[src/rtl/bram_reader.sv]
// Burst reader: streams word_count consecutive 32-bit words from a BRAM
// starting at a word-aligned base address, with backpressure via a 2-entry FIFO.
module bram_reader #(
    parameter int DATA_WIDTH  = 32,
    parameter int ADDR_WIDTH  = 32,
    parameter int COUNT_WIDTH = 16
) (
    input  logic                   clk,
    input  logic                   reset_n,
    input  logic                   start,
    input  logic [ADDR_WIDTH-1:0]  base_addr,
    input  logic [COUNT_WIDTH-1:0] word_count,
    output logic [ADDR_WIDTH-1:0]  bram_address,
    output logic                   bram_enable,
    input  logic [DATA_WIDTH-1:0]  bram_data_in,
    output logic [DATA_WIDTH-1:0]  m_data,
    output logic                   m_valid,
    input  logic                   m_ready,
    output logic                   busy,
    output logic                   done
);

    typedef enum logic [1:0] {
        ST_IDLE,
        ST_READ,
        ST_DRAIN,
        ST_DONE
    } state_t;

    state_t                 state;
    state_t                 state_nxt;

    logic [COUNT_WIDTH-1:0] cnt_q;
    logic [COUNT_WIDTH-1:0] issue_cnt;
    logic [COUNT_WIDTH-1:0] hs_cnt;
    logic [ADDR_WIDTH-1:0]  rd_addr;

    logic [DATA_WIDTH-1:0]  fifo_mem [2];
    logic                   wr_ptr;
    logic                   rd_ptr;
    logic [1:0]             fifo_cnt;

    logic                   outstanding;
    logic                   issue;
    logic                   push;
    logic                   pop;
    logic [1:0]             in_use;
    logic                   last_issue;
    logic                   last_hs;
    logic                   unused_addr_bits;

    // Data returns on the edge after the enabled cycle, so the registered
    // enable is exactly the single outstanding-read flag.
    assign outstanding = bram_enable;
    assign push        = outstanding;
    assign pop         = m_valid && m_ready;
    assign in_use      = fifo_cnt + {1'b0, outstanding};
    assign last_issue  = issue && (issue_cnt == cnt_q - 1'b1);
    assign last_hs     = pop && (hs_cnt == cnt_q - 1'b1);

    assign m_valid     = (fifo_cnt != 2'd0);
    assign m_data      = fifo_mem[rd_ptr];

    assign unused_addr_bits = ^base_addr[1:0];

    // State register
    // NOTE: sequential state uses non-blocking assignments so every flop
    // samples pre-edge values regardless of process ordering.
    always_ff @(posedge clk or negedge reset_n) begin
        if (!reset_n) begin
            state <= ST_IDLE;
        end else begin
            state <= state_nxt;
        end
    end

    // Next-state logic
    // NOTE: the default assignment first keeps this block free of latches.
    always_comb begin
        state_nxt = state;
        unique case (state)
            ST_IDLE: begin
                if (start) begin
                    state_nxt = (word_count == '0) ? ST_DONE : ST_READ;
                end
            end
            ST_READ: begin
                if (last_issue) state_nxt = ST_DRAIN;
            end
            ST_DRAIN: begin
                if (last_hs) state_nxt = ST_DONE;
            end
            ST_DONE: state_nxt = ST_IDLE;
            default: state_nxt = ST_IDLE;
        endcase
    end

    // Outputs; a read is issued only when the FIFO is guaranteed a free slot.
    always_comb begin
        busy  = (state != ST_IDLE);
        done  = (state == ST_DONE);
        issue = (state == ST_READ) &&
                ((in_use < 2'd2) || ((in_use == 2'd2) && pop));
    end

    // Burst bookkeeping and the BRAM request port
    always_ff @(posedge clk or negedge reset_n) begin
        if (!reset_n) begin
            cnt_q        <= '0;
            issue_cnt    <= '0;
            hs_cnt       <= '0;
            rd_addr      <= '0;
            bram_address <= '0;
            bram_enable  <= 1'b0;
        end else begin
            if ((state == ST_IDLE) && start) begin
                cnt_q     <= word_count;
                rd_addr   <= {base_addr[ADDR_WIDTH-1:2], 2'b00};
                issue_cnt <= '0;
                hs_cnt    <= '0;
            end else begin
                if (issue) begin
                    issue_cnt <= issue_cnt + 1'b1;
                    rd_addr   <= rd_addr + ADDR_WIDTH'(4);
                end
                if (pop) begin
                    hs_cnt <= hs_cnt + 1'b1;
                end
            end
            bram_enable <= issue;
            if (issue) begin
                bram_address <= rd_addr;
            end
        end
    end

    // Two-entry output FIFO
    // NOTE: the storage is only two words, so it is reset too; that makes
    // m_data read 0 out of reset instead of stale contents.
    always_ff @(posedge clk or negedge reset_n) begin
        if (!reset_n) begin
            fifo_mem[0] <= '0;
            fifo_mem[1] <= '0;
            wr_ptr      <= 1'b0;
            rd_ptr      <= 1'b0;
            fifo_cnt    <= 2'd0;
        end else begin
            if (push) begin
                fifo_mem[wr_ptr] <= bram_data_in;
                wr_ptr           <= ~wr_ptr;
            end
            if (pop) begin
                rd_ptr <= ~rd_ptr;
            end
            unique case ({push, pop})
                2'b10:   fifo_cnt <= fifo_cnt + 2'd1;
                2'b01:   fifo_cnt <= fifo_cnt - 2'd1;
                default: fifo_cnt <= fifo_cnt;
            endcase
        end
    end

endmodule

[config.mk]
export PLATFORM = sky130hd
export DESIGN_NAME = bram_reader
export DESIGN_NICKNAME = d
export VERILOG_FILES = /design/src/rtl/bram_reader.sv
export SDC_FILE = /design/constraint.sdc
export NUM_CORES = 1
export LEC_CHECK = 0
export CAP_MARGIN = 20
export CORE_MARGIN = 3
export CORE_UTILIZATION = 50
export DETAILED_ROUTE_END_ITERATION = 16
export PLACE_DENSITY = 0.76
export SETUP_SLACK_MARGIN = 0.15
export SYNTH_ARGS = -nofsm -noshare
export SYNTH_HDL_FRONTEND = slang
export SYNTH_SLANG_ARGS = --single-unit
export TNS_END_PERCENT = 1
[constraint.sdc]
create_clock -name clk -period 3.75 [get_ports clk]
set_clock_uncertainty 0.05 [all_clocks]
set_input_delay 0.75 -clock clk [delete_from_list [all_inputs] [get_ports clk]]
set_output_delay 0.75 -clock clk [all_outputs]
set_load 0.05 [all_outputs]
**Word-level counts from Yosys, hierarchy flattened**

Cells that the tools add are included.

- Equality and inequality tests: 11
- Bitwise logic cells: 4
- Add/subtract/negate cells: 7
- Order comparisons: 4
- Multiplexer cells: 18
- Reductions and logical operators: 16

Operator list:

| operator | count |
|---|---|
| $mux 32 | 6 |
| $bwmux 64 | 1 |
| $mux 16 | 4 |
| $add 16x1->16 const B | 2 |
| $add 32x3->32 const B | 1 |
| $demux 32 s1 | 1 |
| $eq 16x16->1 | 2 |
| $logic_not 16->1 | 1 |
| $sub 16x1->16 const B | 1 |
| $reduce_bool 2->1 | 5 |
| $eq 2x2->1 const B | 4 |
| $mux 2 | 4 |
| $pmux 2 s4 | 1 |
| $logic_and 1x1->1 | 7 |
| $ne 2x2->1 const B | 3 |
| $eq 2x1->1 const B | 2 |
| $ge 2x2->1 const B | 2 |
| $not 1->2 | 2 |
| $pmux 2 s2 | 1 |
| $reduce_and 3->1 | 1 |
| $add 2x1->2 | 1 |
| $add 2x1->2 const B | 1 |
| $logic_not 2->1 | 1 |
| $lt 2x1->1 const B | 1 |
| other kinds (4) | 5 |

- Output and inout port bits: 68
- Register bits: 183
- Input bits: 84

**Depth between registers and ports, before layout**

Gate-level depths: netlist of run 1.

- Depth after elaboration: 8
- Depth in mapped cells: 10
- Depth with buffers taken out: 10

**Least setup slack after synthesis of run 1**

OpenSTA, ideal clock, no wires.

- Path type: reg2reg
- From: reg cnt_q[0]
- To: reg state[1]
- Stages on the path, launching flop included: 11
- Slack: 0.673 ns
- Data arrival time: 2.948 ns
- Library setup time: 0.079 ns
- Cells stage by stage: dfrtp_1 inv_1 ha_1 or4b_4 or2_4 nor4_1 mux2i_1 o2111ai_1 or4_1 a211oi_2 mux2i_1

- Word-level cells in the longest chain between the ends: 5
- Elaborated cells on any way between the ends: 8
- Classes of those cells: add/sub: 1; eq/ne: 4; reduce/logical: 3

Ends and longest elaborated chain:

| element | line | source |
|---|---|---|
| from (decl) | 33 | `logic [COUNT_WIDTH-1:0] cnt_q;` |
| from (signal assigned) | 117 | `cnt_q <= word_count;` |
| $sub 16x1->16 * | 58, 59 |  |
| $eq 16x16->1, on equally long branches | 59, 58 |  |
| $logic_and 1x1->1, on equally long branches | 59, 58 |  |
| $ne 2x2->1 (no line) | -- |  |
| $reduce_and 3->1 (no line) * | -- |  |
| to (signal assigned) | 73 | `state <= state_nxt;` |
| to (decl) | 30 | `state_t state;` |

Every way passes the cells marked *; elsewhere a longest branch is shown, timed or not.
A chain may end at the register's enable or synchronous reset.

**Worst setup path in the final report of run 1**

Same ends and word-level chain as after synthesis.

==> summary.md, run 1 <==
| Metric | Value |
|---|---|
| Status | finished clean |
| Relative slew slack | 46.67% |
| Vias/cell | 5.501 |
| PwrDens | 936.1 mW/mm^2 |
| Detail Placement HPWL | 15290 um |
| Core area | 0.01754 mm^2 |
| # diodes | 0 |
| Worst-path fanout max | 6 |
| Synthesized area per cell | 9.922 um^2 |
| Antenna-violating nets left | 0 |
| Site Rows | 48 |
| Layout cells sized above 1 | 15.12% |
| DR iter-0 viols | 497 |
| Root Driver | clkbuf_16 |
| Asr flop ratio synth | 100.0% |
| Library cells used by synthesis | 61 |
| Area grow syn2layout | 25.74% |
| Seq cells post-synth | 179 |
| Die W | 140.9 um |
| Worst path required time | 4050 ps |
| Port Buf Inserts | 147 |
| DRC viols | 0 |
| Setup TNS | 0 ps |
| Synth top area share | 49.23% |
| Worst path cell trace | inv_1 -> ha_1 -> or4b_4 -> or2_4 -> nor4_1 -> mux2i_1 -> o2111ai_1 -> or4_1 -> a211oi_2 -> mux2i_1 |
| GRT Residual Overflow | 0 |
| Most used cell, CP | mux2i_1 |
| Slew Viols, Final | 0 |
| Post-Syn Area | 0.009099 mm^2 |
| Critical Path Start Type | register |
| Largest cells by area after synthesis | dfrtp_1, mux2_2, nand2_1 |
| MaxCap Viol Count | 0 |
| Final Hold Fails | 0 |
| Setup CP Type | register to register |
| Vias in the first global route | 7198 |
| Dominant cell type by area after synthesis | dfrtp_1 |
| Synth cell count leaders | nand2_1, dfrtp_1, mux2_2 |
| Placed cells | 1259 |
| Minimum clock period | 3425 ps |
| Clock buffer depth | 2 |
| Clk sink count | 179 |
| EDFF count, synth | 0 |
| Ys Warns | 0 |
| Critical Path End Type | register |
| IO Pins | 152 |
| Top FF cell, synth | dfrtp_1 |
| Setup bufs post-CTS | 0 |
| Crit-path max cell delay | 570 ps |
| RSZ-0062 raised after global routing | false |
| Post-CTS sizing | 0 |
| Sequential share of the synthesized area | 49.23% |
| Final count of negative-setup-slack endpoints | 0 |
| TritonCTS clock tree | yes |
| Hold Worst Slack | 280.7 ps |
| Initial antenna violation count | 0 |
| Fin crit share | 91.33% |
| Largest net degree at the start of global routing | 80 |
| HP Class | input pin to async pin |
| Initial core utilization | 51.88% |
| R2r setup slk | 320 ps |
| Chip Height | 140.9 um |
| Total Routing Usage GR | 22.54% |
| Slowest cell on crit path | or4_1 |
| Routed WL | 21760 um |
| H-tree depth | 4 |
| Gp weighted congestion | 0.9387 |
| Synthesized instance count | 917 |
| First-pass GRT wire length | 36190 um |
| FMAX | 292.0 MHz |
| Hold buffer count at CTS | 0 |
| CTS Buf Count | 17 |
| Clk_lat worst skew | 430 ps |
| Die area | 0.01985 mm^2 |
| Wirelength per Cell | 16.87 um |
| Layout Cells excl Fill | 1290 |
| Crit path DAT | 3730 ps |
| Worst vdd ir | 0.0006176 V |
| Via count | 7096 |
| Reg clk slew, reported paths | 70 ps |
| Most used standard cell by instance count after synthesis | nand2_1 |
| Leakage | 4.883 nW |
| Nets | 1148 |
| First-pass DRT Iterations | 5 |
| Slew of the pin with the lowest slew margin | 798.0 ps |
[path summary, 6_finish.rpt]
| path | from | to | cells after the start |
|---|---|---|---|
| setup / recovery | cnt_q[0] | state[1] | 10 |
| hold / removal | reset_n | fifo_mem[47] | 1 |
| setup reg to reg | cnt_q[0] | state[1] | 10 |
| hold reg to reg | bram_address[10] | bram_address[10] | 2 |
| max in group asynchronous | reset_n | hs_cnt[13] | 2 |
| min in group clk | bram_address[10] | bram_address[10] | 2 |
[cells by family (layout without fill, tap and decap cells)]
logic type,after synthesis,after routing,share of synthesized area [%]
AND/OR/NAND/NOR,367,367,18.62
other,1,2,0.04121
buffers and inverters,71,218,3.149
adder cells (fa/ha/maj),11,11,1.513
XOR/XNOR,84,84,8.086
flip-flops,179,179,49.23
multiplexers,103,103,12.65
AO/OA/AOI/OAI,101,101,6.711
[stage by stage]
stage                     area (um^2)  util, %  setup WS, ps  power [mW]
after floorplan                  9102        -         672.5       7.154
after global placement          10810    61.63         413.2       8.685
after detailed placement        10810    61.63         347.1       8.817
after CTS                       11440    65.24         309.4       10.79
after global routing            11440    65.24         165.5       11.34
final                           11440    65.24         324.9       10.71
[sequential cells by signal (all words and copies together) (netlist names)]
name	cells
rd_addr	30
bram_enable	1
state	2
bram_address	30
fifo_mem	64
fifo_cnt	2
hs_cnt	16
rd_ptr	1
wr_ptr	1
issue_cnt	16
cnt_q	16
[power breakdown]
part	internal (mW)	total [mW]	switching, mW	leakage [nW]
logic	2.16	5.39	3.24	2.34
clock network	1.12	1.90	0.786	0.307
registers	2.73	3.41	0.680	2.23
[critical path: cells and delay by family, from the launching register on]
kind | cells | cell delay [ps]
AND/OR/NAND/NOR | 4 | 1580
flip-flops | 1 | 460
multiplexers | 2 | 450
AO/OA/AOI/OAI | 2 | 440
adder cells (fa/ha/maj) | 1 | 260
buffers and inverters | 1 | 110
[layout make-up]
cell class	instances	area (um^2)
well taps	225	281.5
clock buffers	20	466.7
multi-input cells	668	4364
repair buffers	163	1593
inverters	24	90.09
flip-flops and latches	179	4479
clock inverters	11	166.4
fillers	1433	6096
[routing by layer]
layer / global-route usage (%) / wire length, um
met1: 31.57 / 9969
met2: 36.64 / 10410
met3: 4.003 / 1109
met4: 5.711 / 267
met5: 0 / 0
[layout by cell type (no fill, tap or decap), types with 7 or more instances in the layout]
cell,instances
xor2_1,48
or3_1,8
nor3_1,7
nor4_1,13
inv_1,23
mux2_2,96
nand3_1,20
o21ai_0,60
nand2_1,195
buf_4,16
dfrtp_1,179
xnor2_1,36
clkbuf_16,17
nand4_1,14
nor2_1,58
ha_1,11
clkdlybuf4s50_1,146
mux2i_1,7
a21oi_1,12
and3_1,12
(Power assumes the default switching activity.)
==> run 2: changes to the inputs <==
--- a/config.mk
+++ b/config.mk
@@ -9,7 +9,7 @@
 export CORE_MARGIN = 3
 export CORE_UTILIZATION = 50
 export DETAILED_ROUTE_END_ITERATION = 16
-export PLACE_DENSITY = 0.76
+export DONT_BUFFER_PORTS = 1
 export SETUP_SLACK_MARGIN = 0.15
 export SYNTH_ARGS = -nofsm -noshare
 export SYNTH_HDL_FRONTEND = slang
==> summary.md, run 2 (same netlist as run 1, synthesis figures left out) <==
| Metric | Value |
|---|---|
| Initial core utilization | 51.88% (unchanged) |
| Core area | 0.01754 mm^2 (unchanged) |
| M3 GR Usage | 5.360% (+1.4 points) |
| Setup CP Type | register to register |
| Commonest non-fill, non-tap cell in the layout | nand2_1 |
| DRC viols | 0 (unchanged) |
| Worst slack at placement | 283.3 ps (-63.82 ps) |
| R2r setup slk | 370 ps (+40 ps) |
| Fin crit share | 90.17% (-1.2 points) |
| Die W | 140.9 um (unchanged) |
| Vias/cell | 5.709 (+3.8%) |
| Register area | 0.004479 mm^2 (unchanged) |
| HP Class | input pin to async pin |
| Critical Path End Type | register |
| PwrDens | 981.6 mW/mm^2 (+4.9%) |
| Worst vdd ir | 0.0006551 V (+6.1%) |
| Die area | 0.01985 mm^2 (unchanged) |
| Antenna-violating nets left | 0 (unchanged) |
| Nets | 1000 (-13%) |
| H-tree depth | 4 (unchanged) |
| Worst R2R Path Depth | 10 (unchanged) |
| # diodes | 0 (unchanged) |
| Multi-input logic area | 0.004370 mm^2 (+0.14%) |
| Worst path required time | 4050 ps (about the same) |
| Crit path DAT | 3680 ps (-50 ps) |
| RSZ-0062 raised after global routing | false |
| Final count of negative-setup-slack endpoints | 0 (unchanged) |
| RR Startpoint | cnt_q[0] |
| Most frequent cells in the layout | nand2_1, dfrtp_1, mux2_2 |
| Slew Viols, Final | 0 (unchanged) |
| FMAX | 295.7 MHz (+1.3%) |
| Relative slew slack | 50.05% (+3.4 points) |
| Clk sink count | 179 (unchanged) |
| GRT Residual Overflow | 0 (unchanged) |
| DR iter-0 viols | 443 (-11%) |
| Critical Path Start Type | register |
| Layout cells sized above 1 | 17.54% (+2.4 points) |
| Failing checks | hold timing |
| Minimum clock period | 3381 ps (-43.62 ps) |
| Reg with most FFs | fifo_mem |
| Setup bufs post-CTS | 0 (unchanged) |
| First-pass GRT wire length | 35220 um (-2.7%) |
| Max reg flops | 64 (unchanged) |
| Port Buf Inserts | 0 (-100%) |
| Global-route track usage on met1 | 30.07% (-1.5 points) |
| Status | finished with violations |
| MaxCap Viol Count | 0 (unchanged) |
| Worst r2r dst | state[1] |
| Setup TNS | 0 ps (unchanged) |
| Leakage | 4.289 nW (-12%) |
| Reg clk slew, reported paths | 70 ps (about the same) |
| Chip Height | 140.9 um (unchanged) |
| Total Routing Usage GR | 22.15% (-0.39 points) |
| Final Hold Fails | 179 (+179) |
| Total power | 9.751 mW (-9.0%) |
| Area grow syn2layout | 9.172% |
| Clk_lat worst skew | 430 ps (about the same) |
| CTS Buf Count | 17 (unchanged) |
| Met2 usage | 35.91% (-0.73 points) |
| Worst-path fanout max | 6 (unchanged) |
| Site Rows | 48 (unchanged) |
| IO Pins | 152 (unchanged) |
| Slew of the pin with the lowest slew margin | 747.5 ps (-50.51 ps) |
| First-pass DRT Iterations | 5 (unchanged) |
| Routed WL | 21440 um (-1.5%) |
| Layout Cells excl Fill | 1143 (-11%) |
| Placed cells | 1111 (-12%) |
| Initial antenna violation count | 0 (unchanged) |
| Gp weighted congestion | 0.8987 (-4.3%) |
| Vias in the first global route | 6696 (-7.0%) |
| Clock buffer depth | 2 (unchanged) |
| Most crowded layer after global routing | met2 |
| Largest net degree at the start of global routing | 180 (+130%) |
| Hold Worst Slack | -43.99 ps (-324.7 ps) |
| Setup slack after layout | 368.6 ps (+43.62 ps) |
| Fillers | 1520 (+6.1%) |
| Detail Placement HPWL | 15150 um (-0.92%) |
| Top flop regs | fifo_mem x64, bram_address x30, rd_addr x30 |
| TritonCTS clock tree | yes |
| Wirelength per Cell | 18.76 um (+11%) |
| Via count | 6525 (-8.0%) |
| Root Driver | clkbuf_16 |
## run 2: worst max path at each step
stage | start | endpoint | slack (ps) | cells past startpoint
global placement | cnt_q[0] | state[1] | 420 | 10
CTS | cnt_q[0] | state[1] | 250 | 10
global route | cnt_q[0] | state[1] | 170 | 10
floorplan | cnt_q[0] | state[1] | 670 | 10
finish | cnt_q[0] | state[1] | 370 | 10
detailed placement | cnt_q[0] | state[1] | 280 | 10
## run 2: layout make-up
| class | instances | area share [%] |
|---|---|---|
| well taps | 225 | 2.834 |
| clock buffers | 18 | 4.421 |
| clock inverters | 14 | 1.486 |
| inverters | 24 | 0.9069 |
| flip-flops and latches | 179 | 45.09 |
| multi-input cells | 668 | 44.00 |
| repair buffers | 15 | 1.260 |
## run 2: worst max-delay path, stage by stage (launching register included)
cell       delay, ps
dfrtp_1          460
inv_1            100
ha_1             250
or4b_4           490
or2_4            280
nor4_2           200
mux2i_1          230
o2111ai_1        130
or4_1            570
a211oi_2         310
mux2i_1          230
## run 2: timing repair
item	4_1_cts	5_1_grt
hold endpoints to repair	179	179
gates resized for setup	0	1
setup endpoints to repair	0	2
## run 2: report_power, final
group | total (mW) | internal [mW] | switching [mW] | leakage (nW)
registers | 3.86 | 2.72 | 1.13 | 2.23
logic | 4.10 | 1.46 | 2.64 | 1.77
clock network | 1.79 | 0.957 | 0.833 | 0.282
## run 2: layer usage
metal	part of all wire [%]	up-vias	routed length (um)
met5	0	-	0
met4	1.1	0	246
met3	6.4	27	1362
met2	47	184	10060
met1	46	3217	9767
li1	-	3097	-
## run 2: stage by stage
stage / util [%] / cell area, um^2
global route: 56.64 / 9933
global placement: 53.26 / 9340
floorplan: - / 9102
finish: 56.64 / 9933
detailed placement: 53.26 / 9340
CTS: 56.61 / 9927
